File: src/rtl/gear_pkg.sv
// Shared types, default parameters and sizing helper for the gear shift controller.
package gear_pkg;

  localparam int unsigned DefNumGears    = 5;
  localparam int unsigned DefShiftCycles = 4;
  localparam int unsigned DefDwellCycles = 16;
  localparam int unsigned GearW          = 3;

  typedef enum logic [1:0] {
    StIdle,
    StShift,
    StDwell,
    StHalt
  } gear_state_e;

  typedef enum logic {
    DirUp   = 1'b0,
    DirDown = 1'b1
  } gear_dir_e;

  // Counter must hold the longest phase length itself, hence the extra bit.
  function automatic int unsigned timer_width(input int unsigned a, input int unsigned b);
    int unsigned m;
    m = (a > b) ? a : b;
    return $clog2(m) + 1;
  endfunction

endpackage

File: src/rtl/gear_dwell_timer.sv
// Down-counting phase timer: reloaded on every state entry, flags the last cycle of a phase.
module gear_dwell_timer #(
  parameter int unsigned Width = 5
) (
  input  logic             clk_i,
  input  logic             rst_i,
  input  logic             load_i,
  input  logic [Width-1:0] load_val_i,
  output logic [Width-1:0] count_o,
  output logic             done_o
);

  logic [Width-1:0] count_q, count_d;

  // Saturates at zero so an idle timer never wraps.
  always_comb begin
    count_d = count_q;
    if (load_i) begin
      count_d = load_val_i;
    end else if (count_q != '0) begin
      count_d = count_q - 1'b1;
    end
  end

  always_ff @(posedge clk_i) begin
    if (rst_i) begin
      count_q <= '0;
    end else begin
      count_q <= count_d;
    end
  end

  assign count_o = count_q;
  assign done_o  = (count_q == Width'(1));

endmodule

File: src/rtl/gear_shift_ctrl.sv
// Sequential gearbox controller: timed shift and dwell phases, one-deep request queue, e-stop.
module gear_shift_ctrl
  import gear_pkg::*;
#(
  parameter int unsigned NUM_GEARS    = DefNumGears,
  parameter int unsigned SHIFT_CYCLES = DefShiftCycles,
  parameter int unsigned DWELL_CYCLES = DefDwellCycles
) (
  input  logic             clk,
  input  logic             resetn,
  input  logic             req_up,
  input  logic             req_down,
  input  logic             estop,
  output logic [GearW-1:0] gear,
  output logic             shifting,
  output logic             busy,
  output logic             rej
);

  localparam int unsigned      TimerW    = timer_width(SHIFT_CYCLES, DWELL_CYCLES);
  localparam logic [TimerW-1:0] ShiftLoad = TimerW'(SHIFT_CYCLES);
  localparam logic [TimerW-1:0] DwellLoad = TimerW'(DWELL_CYCLES);
  localparam logic [GearW-1:0]  TopGear   = GearW'(NUM_GEARS - 1);

  gear_state_e      state_q, state_d;
  gear_dir_e        dir_q, dir_d;
  gear_dir_e        pend_dir_q, pend_dir_d;
  logic             pend_vld_q, pend_vld_d;
  logic [GearW-1:0] gear_q, gear_d;
  logic             shifting_q, busy_q, rej_q, rej_d;

  logic              tmr_load;
  logic [TimerW-1:0] tmr_val;
  logic [TimerW-1:0] tmr_count;
  logic              tmr_done;
  logic              tmr_expired;

  logic      req_any;
  gear_dir_e req_dir;
  logic      cand_vld;
  gear_dir_e cand_dir;
  logic      cand_ok;

  gear_dwell_timer #(
    .Width(TimerW)
  ) u_timer (
    .clk_i     (clk),
    .rst_i     (resetn),
    .load_i    (tmr_load),
    .load_val_i(tmr_val),
    .count_o   (tmr_count),
    .done_o    (tmr_done)
  );

  // An already-exhausted counter also ends the phase, so a zero-length phase cannot stall.
  assign tmr_expired = tmr_done | (tmr_count == '0);

  // Down wins a simultaneous request; the dropped up is silently discarded.
  assign req_any = req_up | req_down;
  assign req_dir = req_down ? DirDown : DirUp;

  always_comb begin
    state_d    = state_q;
    dir_d      = dir_q;
    pend_vld_d = pend_vld_q;
    pend_dir_d = pend_dir_q;
    gear_d     = gear_q;
    rej_d      = 1'b0;
    tmr_load   = 1'b0;
    tmr_val    = '0;
    cand_vld   = 1'b0;
    cand_dir   = DirUp;
    cand_ok    = 1'b0;

    unique case (state_q)
      StIdle: begin
        // A queued request takes this cycle's slot; a concurrent new one finds the slot full.
        cand_vld   = pend_vld_q | req_any;
        cand_dir   = pend_vld_q ? pend_dir_q : req_dir;
        cand_ok    = (cand_dir == DirUp) ? (gear_q < TopGear) : (gear_q != '0);
        pend_vld_d = 1'b0;
        if (pend_vld_q && req_any) begin
          rej_d = 1'b1;
        end
        if (cand_vld) begin
          if (cand_ok) begin
            state_d  = StShift;
            dir_d    = cand_dir;
            tmr_load = 1'b1;
            tmr_val  = ShiftLoad;
          end else begin
            rej_d = 1'b1;
          end
        end
      end
      StShift, StDwell: begin
        if (req_any) begin
          if (!pend_vld_q) begin
            pend_vld_d = 1'b1;
            pend_dir_d = req_dir;
          end else begin
            rej_d = 1'b1;
          end
        end
        if (tmr_expired) begin
          if (state_q == StShift) begin
            state_d  = StDwell;
            tmr_load = 1'b1;
            tmr_val  = DwellLoad;
            if (dir_q == DirUp && gear_q < TopGear) begin
              gear_d = gear_q + 1'b1;
            end else if (dir_q == DirDown && gear_q != '0) begin
              gear_d = gear_q - 1'b1;
            end
          end else begin
            state_d = StIdle;
          end
        end
      end
      StHalt: begin
        if (!estop) begin
          state_d  = StDwell;
          tmr_load = 1'b1;
          tmr_val  = DwellLoad;
        end
      end
      default: state_d = StIdle;
    endcase

    if (estop) begin
      state_d    = StHalt;
      gear_d     = '0;
      pend_vld_d = 1'b0;
      rej_d      = 1'b0;
      tmr_load   = 1'b1;
      tmr_val    = '0;
    end
  end

  always_ff @(posedge clk) begin
    if (resetn) begin
      state_q    <= StIdle;
      dir_q      <= DirUp;
      pend_vld_q <= 1'b0;
      pend_dir_q <= DirUp;
      gear_q     <= '0;
      shifting_q <= 1'b0;
      busy_q     <= 1'b0;
      rej_q      <= 1'b0;
    end else begin
      state_q    <= state_d;
      dir_q      <= dir_d;
      pend_vld_q <= pend_vld_d;
      pend_dir_q <= pend_dir_d;
      gear_q     <= gear_d;
      shifting_q <= (state_d == StShift);
      busy_q     <= (state_d != StIdle);
      rej_q      <= rej_d;
    end
  end

  assign gear     = gear_q;
  assign shifting = shifting_q;
  assign busy     = busy_q;
  assign rej      = rej_q;

endmodule

File: config.mk
export PLATFORM = sky130hd
export DESIGN_NAME = gear_shift_ctrl
export DESIGN_NICKNAME = d
export VERILOG_FILES = /design/src/rtl/gear_pkg.sv /design/src/rtl/gear_dwell_timer.sv /design/src/rtl/gear_shift_ctrl.sv
export SDC_FILE = /design/constraint.sdc
export NUM_CORES = 1
export LEC_CHECK = 0
export CAP_MARGIN = 30
export CORE_MARGIN = 8
export CORE_UTILIZATION = 41
export CTS_CLUSTER_DIAMETER = 60
export CTS_CLUSTER_SIZE = 28
export DETAILED_ROUTE_END_ITERATION = 7
export PLACE_DENSITY_LB_ADDON = 0.3
export SLEW_MARGIN = 20
export SYNTH_ARGS = -nofsm -noshare
export SYNTH_HDL_FRONTEND = slang
export SYNTH_HIERARCHICAL = 1
export SYNTH_SLANG_ARGS = --single-unit
File: constraint.sdc
create_clock -name clk -period 4.85 [get_ports clk]
set_input_delay 1.2125 -clock clk [delete_from_list [all_inputs] [get_ports clk]]
set_output_delay 1.2125 -clock clk [all_outputs]
set_load 0.005 [all_outputs]
==> impl_results.md, run 1 <==
- Run status: finished clean
- Antenna violations before repair: 0
- Mux cell area share after synthesis: 1.92%
- Post-CTS Repair Setup Buffers: 0
- CTS tree: built
- Root cell of the clock tree: sky130_fd_sc_hd__clkbuf_4
- Synth Instances: 121
- Die extent in y: 66.4 um
- Number of synthesized register bits: 16
- Effective utilization at floorplan: 42.8%
- Clock transition time at the flip-flop clock pins of the worst setup and hold paths: 0.09 ns
- Final total negative setup slack: 0 ns
- Post-DP HPWL: 1.68 mm
- Fraction of the mapped netlist area in compound gates: 24.0%
- Post-synthesis share of cell area spent on full adders, half adders and majority gates: 9.13%
- Most numerous cell on the critical path: sky130_fd_sc_hd__o211ai_1
- Hold Crit Depth: 2
- Unrepaired setup endpoints after global routing: false
- Data arrival, critical path: 3.26 ns
- GRT Resource Usage Total: 11.2%
- Top-level port count: 11
- Dominant combinational cell family by area after synthesis: simple AND/OR/NAND/NOR gates
- Path class of the lowest-slack min-delay path: reg2reg
- Switching component of the power: 0.000132 W
- PostCTS Resize Cnt: 0
- Area of the mapped netlist: 1040 um^2
- Startpoint of the lowest-slack register-to-register path: u_timer/count_o[1]
- Rows: 18
- Met2 layer usage reported by global route: 18.5%
- Worst r2r dst: u_timer/count_o[0]
- Cell with the biggest individual delay on the critical path: sky130_fd_sc_hd__or4_1
- Global placer's final weighted congestion: 0.849
- CP required: 5.06 ns
- Number of hold buffers added after cts: 0
- Met1 layer usage reported by global route: 13.2%
- Max_cap viols: 0
- Die Footprint: 4410 um^2
- Area of the core region: 2430 um^2
- Placed cell count: 159
- Initial DRC count: 43
- Setup slack of the worst register-to-register path: 2.49 ns
- PD cells: 318 nW/um^2
- Post-detailed-route via-to-cell ratio: 5.61
- Max Clock Freq: 328 MHz
- End point of the worst hold path: dir_q
- Ratio of cells with drive above 1 in the final layout: 12.0%
- Clock buffers created by TritonCTS: 3
- Simple-gate portion of the synthesized area: 27.4%
- Category of the worst setup path launch point: input port
- Max Fanout on Critical Path: 12
- Gate family responsible for the most delay along the worst path: simple AND/OR/NAND/NOR gates
- Final Setup Violations: 0
- Clock sink count: 16
- Final cell count without fillers: 163
- Routing usage on met3: 4.41%
- Transition at the pin with the smallest max-transition slack: 0.719 ns
- Portion of total power attributed to sequential cells: 41.8%
- Routed vias: 915
- Worst-skew pair later-pin latency: 0.28 ns
- Kind of end point of the critical path: flip-flop
- FF-to-FF path depth: 8
- Peak ir drop on the vdd network: 0.223 mV
- Headroom to the max-slew limit: 51.9%
- HP Start: dir_q
- Antenna diode count: 0
- Number of nets still failing antenna checks after routing: 0
- Remaining routing DRC violations: 0
- Avg Cell Area, Syn: 8.60 um^2
- H-tree depth reported by CTS: 1
- Final critical path time including I/O delays and setup: 3.05 ns
- Sum of buffers and inverters on the critical path: 1
- Routed length per placed instance: 13.7 um
- Fraction of power spent switching nets: 34.4%
- Crit share post-route: 62.9%
- Total wire length after detailed routing: 2.24 mm
- Pin count of the biggest net entering global routing: 19
- Total leakage power: 0.460 nW
- Number of search-and-repair iterations in the first detailed-routing pass: 4
- Final nets: 146
- Tightest hold margin: 0.555 ns
- Max Transition Viols Final: 0
- Design internal power: 0.000252 W
- Setup Skew: 0.00104 ns
- Combinational group share of total power: 35.6%
- Number of global-route vias before repair: 882
- Layout Area Growth over Synthesis: 16.0%
- Total Power Consumption: 0.000384 W
- Clock group share of total power: 22.5%
- Global-route wire length before repair: 3.93 mm
- Total of buffers placed on input and output ports: 10
- Count of warnings emitted by yosys: 6
- GR Overflow Total: 0
- Width of the chip: 66.4 um
- Finished Core Util: 49.6%
- Xor-xnor portion of the synthesized cell area: 1.68%
- Cells traversed along the worst timing path: clkdlybuf4s50_1 -> mux2i_1 -> o211ai_2 -> nand2_1 -> o211ai_1 -> or4_1 -> o211ai_1
- Total count of hold-check failures in the final report: 0
- Setup CP Type: in2reg
- Fill cells: 242
- Most used routing layer in global routing: met2
- Deepest clock path buffer count: 2
- Count of unique library cells instantiated by Yosys: 41
- Slowest stage delay, CP: 0.61 ns
- Share of the yosys chip area belonging to registers: 30.8%
metal layers:
layer | up-vias | share of wire, % | routed length, um
li1 | 466 | - | -
met1 | 434 | 48 | 1070
met2 | 13 | 46 | 1030
met3 | 2 | 5.1 | 114
met4 | 0 | 0.80 | 18
met5 | - | 0 | 0
worst min-delay path, delay by kind of cell (launching register included):
family / cells / cell delay (ns)
simple gates: 1 / 0.04
compound gates: 1 / 0.13
flops: 1 / 0.35
worst max-delay path by stage:
stage              from                 end  slack [ns]  cells past startpoint
5_1_grt        req_down  u_timer/count_o[1]        1.64                      7
3_5_place_dp   req_down  u_timer/count_o[1]        1.51                      7
3_3_place_gp   req_down  u_timer/count_o[2]        1.60                      7
2_1_floorplan  req_down  u_timer/count_o[0]        2.20                      7
4_1_cts        req_down  u_timer/count_o[1]        1.82                      7
6_report       req_down  u_timer/count_o[0]        1.80                      7
flip-flops by register name, summed over array words and instances (netlist names):
signal and count:
pend_dir_q 1, gear 3, u_timer/count_o 5, dir_q 1, state_q 2, busy 1, pend_vld_q 1, rej 1
shifting 1
power by group through the flow:
stage                     combinational [W]  sequential, W   clock, W
final                              0.000137       0.000161  0.0000866
after global routing               0.000154       0.000163  0.0000936
after CTS                          0.000136       0.000160  0.0000902
after detailed placement           0.000134       0.000163          0
after global placement             0.000130       0.000162          0
after floorplan                    0.000102       0.000160          0
cell usage after synthesis:
library cell                 n  area share, %
sky130_fd_sc_hd__xnor2_1     2            1.7
sky130_fd_sc_hd__a22oi_1     1           0.72
sky130_fd_sc_hd__nor2_1     12            4.3
sky130_fd_sc_hd__nand2b_1    1           0.60
sky130_fd_sc_hd__nand2_1     9            3.2
sky130_fd_sc_hd__nand4b_1    1           0.84
sky130_fd_sc_hd__o31ai_1     3            2.2
sky130_fd_sc_hd__o31a_4      1            1.7
sky130_fd_sc_hd__o21ai_0     3            1.4
sky130_fd_sc_hd__a2111oi_2   1            1.4
sky130_fd_sc_hd__o211ai_2    1            1.2
sky130_fd_sc_hd__a31oi_1     3            1.8
sky130_fd_sc_hd__or4b_1      2            1.9
sky130_fd_sc_hd__and2b_1     1           0.72
sky130_fd_sc_hd__dfxtp_1    16             31
sky130_fd_sc_hd__o311ai_0    2            1.7
sky130_fd_sc_hd__a21o_1      2            1.4
sky130_fd_sc_hd__mux2i_1     2            1.9
sky130_fd_sc_hd__or3b_2      1           0.84
sky130_fd_sc_hd__ha_1        6            7.2
sky130_fd_sc_hd__buf_1       1           0.36
sky130_fd_sc_hd__o22ai_1     1           0.60
sky130_fd_sc_hd__nor4bb_2    1            1.6
sky130_fd_sc_hd__inv_1       9            3.2
sky130_fd_sc_hd__nor3_1      6            2.9
sky130_fd_sc_hd__conb_1      1           0.36
sky130_fd_sc_hd__o21a_1      1           0.72
sky130_fd_sc_hd__or4_1       4            2.9
sky130_fd_sc_hd__or2_2       2            1.2
sky130_fd_sc_hd__o221a_2     1            1.1
sky130_fd_sc_hd__or2b_1      1           0.72
sky130_fd_sc_hd__a211oi_1    1           0.72
sky130_fd_sc_hd__a211o_1     1           0.84
sky130_fd_sc_hd__and3_1      1           0.60
sky130_fd_sc_hd__fa_1        1            1.9
sky130_fd_sc_hd__a21oi_1     9            4.3
sky130_fd_sc_hd__or3_2       2            1.4
sky130_fd_sc_hd__o211ai_1    3            2.2
sky130_fd_sc_hd__clkbuf_1    3            1.1
sky130_fd_sc_hd__or4b_4      1            1.3
sky130_fd_sc_hd__nor4b_4     1            2.3
area by class of cell:
type	instances	area, um^2	area share (%)
flip-flops and latches	16	320	26.5
inverters	9	33.8	2.80
multi-input cells	94	679	56.3
well taps	30	37.5	3.11
clock buffers	4	36.3	3.01
repair buffers	10	100	8.29
cell families after synthesis:
family	Yosys count
xor gates and xnor gates	2
muxes	2
and+or+nand+nor	46
buffers and inverters	13
adders and majority gates	7
AOI/OAI and AO/OA	34
DFF	16
other	1
metrics by stage:
step                      worst slack, ns  instance area, um^2
after floorplan                      2.20                 1050
after global routing                 1.64                 1210
after global placement               1.60                 1170
final                                1.80                 1210
after detailed placement             1.51                 1170
after CTS                            1.82                 1210
cell usage in the layout (no fill, tap or decap), types with 2 or more instances in the layout:
| master | synthesis | final |
|---|---|---|
| sky130_fd_sc_hd__a21o_1 | 2 | 2 |
| sky130_fd_sc_hd__dfxtp_1 | 16 | 16 |
| sky130_fd_sc_hd__conb_1 | 1 | 3 |
| sky130_fd_sc_hd__or4_1 | 4 | 4 |
| sky130_fd_sc_hd__o311ai_0 | 2 | 2 |
| sky130_fd_sc_hd__nand2_1 | 9 | 9 |
| sky130_fd_sc_hd__or3_2 | 2 | 2 |
| sky130_fd_sc_hd__nor2_1 | 12 | 12 |
| sky130_fd_sc_hd__mux2i_1 | 2 | 2 |
| sky130_fd_sc_hd__xnor2_1 | 2 | 2 |
| sky130_fd_sc_hd__ha_1 | 6 | 6 |
| sky130_fd_sc_hd__a21oi_1 | 9 | 9 |
| sky130_fd_sc_hd__clkdlybuf4s50_1 | 0 | 10 |
| sky130_fd_sc_hd__or2_2 | 2 | 2 |
| sky130_fd_sc_hd__nor3_1 | 6 | 6 |
| sky130_fd_sc_hd__or4b_1 | 2 | 2 |
| sky130_fd_sc_hd__o21ai_0 | 3 | 3 |
| sky130_fd_sc_hd__inv_1 | 9 | 9 |
| sky130_fd_sc_hd__clkbuf_4 | 0 | 3 |
| sky130_fd_sc_hd__a31oi_1 | 3 | 3 |
| sky130_fd_sc_hd__o211ai_1 | 3 | 3 |
| sky130_fd_sc_hd__o31ai_1 | 3 | 3 |
No activity file was read; power rests on OpenSTA's default activity.
==> run 2: changes to the inputs <==
Clock period 4.85 ns to 3.2 ns, I/O delays scaled along.
==> impl_results.md, run 2 (synthesis gave the netlist of run 1 again) <==
- Run status: finished clean (unchanged)
- Clock sink count: 16 (unchanged)
- Routed length per placed instance: 13.4 um (was 13.7 um)
- Kind of end point of the critical path: flip-flop (unchanged)
- Placed inst area: 1180 um^2 (was 1170 um^2)
- Total wire length after detailed routing: 2.18 mm (was 2.24 mm)
- CP required: 3.41 ns (was 5.06 ns)
- CTS tree: built (unchanged)
- Number of hold buffers added after cts: 0 (unchanged)
- Routed vias: 906 (was 915)
- Leading cell type in the layout, fill and taps excluded: sky130_fd_sc_hd__dfxtp_1 (unchanged)
- Pin count of the biggest net entering global routing: 18 (was 19)
- Post-DP HPWL: 1.63 mm (was 1.68 mm)
- Die extent in y: 66.4 um (unchanged)
- Antenna diode count: 0 (unchanged)
- Ratio of cells with drive above 1 in the final layout: 12.0% (unchanged)
- Final Setup Violations: 0 (unchanged)
- Layout Area Growth over Synthesis: 15.4% (was 16.0%)
- Path class of the lowest-slack min-delay path: reg2reg (unchanged)
- Post-CTS Repair Setup Buffers: 0 (unchanged)
- Worst-skew pair later-pin latency: 0.28 ns (about the same)
- Highest-count cells in the layout ignoring fill and taps: sky130_fd_sc_hd__dfxtp_1, sky130_fd_sc_hd__nor2_1, sky130_fd_sc_hd__clkdlybuf4s50_1 (unchanged)
- Final total negative setup slack: 0 ns (unchanged)
- Slowest stage delay, CP: 0.57 ns (was 0.61 ns)
- Total leakage power: 0.457 nW (was 0.460 nW)
- Cell with the biggest individual delay on the critical path: sky130_fd_sc_hd__or3_2 (was sky130_fd_sc_hd__or4_1)
- Fill cells: 245 (was 242)
- Setup Skew: 0.00697 ns (was 0.00104 ns)
- Antenna violations before repair: 0 (unchanged)
- Data arrival, critical path: 2.84 ns (was 3.26 ns)
- Clock transition time at the flip-flop clock pins of the worst setup and hold paths: 0.08 ns (was 0.09 ns)
- Peak ir drop on the vdd network: 0.366 mV (was 0.223 mV)
- Transition at the pin with the smallest max-transition slack: 0.712 ns (was 0.719 ns)
- Number of search-and-repair iterations in the first detailed-routing pass: 4 (unchanged)
- Max Fanout on Critical Path: 12 (unchanged)
- Cells traversed along the worst timing path: clkdlybuf4s50_1 -> mux2i_1 -> o211ai_2 -> nand2_1 -> o211ai_1 -> or3_2 -> a21oi_1 (was clkdlybuf4s50_1 -> mux2i_1 -> o211ai_2 -> nand2_1 -> o211ai_1 -> or4_1 -> o211ai_1)
- Flip-flop count of the largest register after layout: 5 (unchanged)
- Placed cell count: 160 (was 159)
- Max Transition Viols Final: 0 (unchanged)
- Max Clock Freq: 381 MHz
- GRT Resource Usage Total: 10.1% (was 11.2%)
- H-tree depth reported by CTS: 1 (unchanged)
- Global-route wire length before repair: 3.59 mm (was 3.93 mm)
- Global placer's final weighted congestion: 0.844 (was 0.849)
- Final nets: 147 (was 146)
- Category of the worst setup path launch point: input port (unchanged)
- Remaining routing DRC violations: 0 (unchanged)
- Top-level port count: 11 (unchanged)
- Initial DRC count: 54 (was 43)
- Number of nets still failing antenna checks after routing: 0 (unchanged)
- Width of the chip: 66.4 um (unchanged)
- Die Footprint: 4410 um^2 (unchanged)
- PD cells: 458 nW/um^2 (was 318 nW/um^2)
- Post-detailed-route via-to-cell ratio: 5.56 (was 5.61)
- Clock buffers created by TritonCTS: 3 (unchanged)
- PostCTS Resize Cnt: 0 (unchanged)
- Rows: 18 (unchanged)
- Effective utilization at floorplan: 42.8% (unchanged)
- Number of global-route vias before repair: 848 (was 882)
- Area of the core region: 2430 um^2 (unchanged)
- Root cell of the clock tree: sky130_fd_sc_hd__clkbuf_4 (unchanged)
- Fin area: 1200 um^2 (was 1210 um^2)
- GR Overflow Total: 0 (unchanged)
- Unrepaired setup endpoints after global routing: false (unchanged)
- Final cell count without fillers: 163 (unchanged)
- Max_cap viols: 0 (unchanged)
- Total of buffers placed on input and output ports: 10 (unchanged)
- Setup CP Type: in2reg (unchanged)
- Headroom to the max-slew limit: 52.3% (was 51.9%)
- Total count of hold-check failures in the final report: 0 (unchanged)
- Final critical path time including I/O delays and setup: 2.63 ns
- Deepest clock path buffer count: 2 (unchanged)
- Crit share post-route: 82.1%
==> run 2: cell count changes in the layout (fill, tap and decap cells not counted), sizes merged <==
cell | before | now
clkbuf | 4 | 3
buf | 0 | 1
==> run 2: worst paths after layout <==
kind / start / end / slack (ns) / cells past startpoint
worst max-delay path: req_down / u_timer/count_o[2] / 0.57 / 7
worst min-delay path: pend_dir_q / pend_dir_q / 0.56 / 2
worst max register to register: u_timer/count_o[1] / u_timer/count_o[2] / 0.88 / 8
worst min register to register: pend_dir_q / pend_dir_q / 0.56 / 2
==> run 2: final cells by class <==
class | instances | area [um^2] | share of cell area, %
repair buffers | 11 | 108 | 8.96
well taps | 30 | 37.5 | 3.13
inverters | 9 | 33.8 | 2.81
flip-flops and latches | 16 | 320 | 26.7
clock buffers | 3 | 22.5 | 1.88
multi-input cells | 94 | 679 | 56.6
==> run 2: worst max-delay path, delay by kind of cell <==
kind	cells	cell delay (ns)
AO/OA/AOI/OAI	3	0.61
buffers and inverters	1	0.50
multiplexers	1	0.24
AND/OR/NAND/NOR	2	0.69
==> run 2: routing by layer <==
layer  vias up  share of wire, %  global-route usage, %  wire length [um]
met1       423                49                   12.3              1060
met4         0              0.55                   2.67                12
met3         2               5.4                   4.58               117
met5         -                 0                      0                 0
met2        14                45                   15.7               985
li1        467                 -                      -                 -
==> run 2: stage by stage <==
step	power, W	hold slack [ns]	util [%]	setup slack, ns
6_report	0.000550	0.558	49.4	0.574
2_1_floorplan	0.000397	0.479	-	0.964
3_5_place_dp	0.000448	0.532	48.5	0.292
3_3_place_gp	0.000444	0.517	48.5	0.382
4_1_cts	0.000555	0.554	49.4	0.590
5_1_grt	0.000588	0.590	49.4	0.456
==> run 2: where the power goes <==
group	switching, W	total, W	leakage (nW)	internal [W]
registers	0.0000231	0.000243	0.131	0.000219
logic	0.000111	0.000205	0.312	0.0000940
clock network	0.0000590	0.000103	0.0138	0.0000437
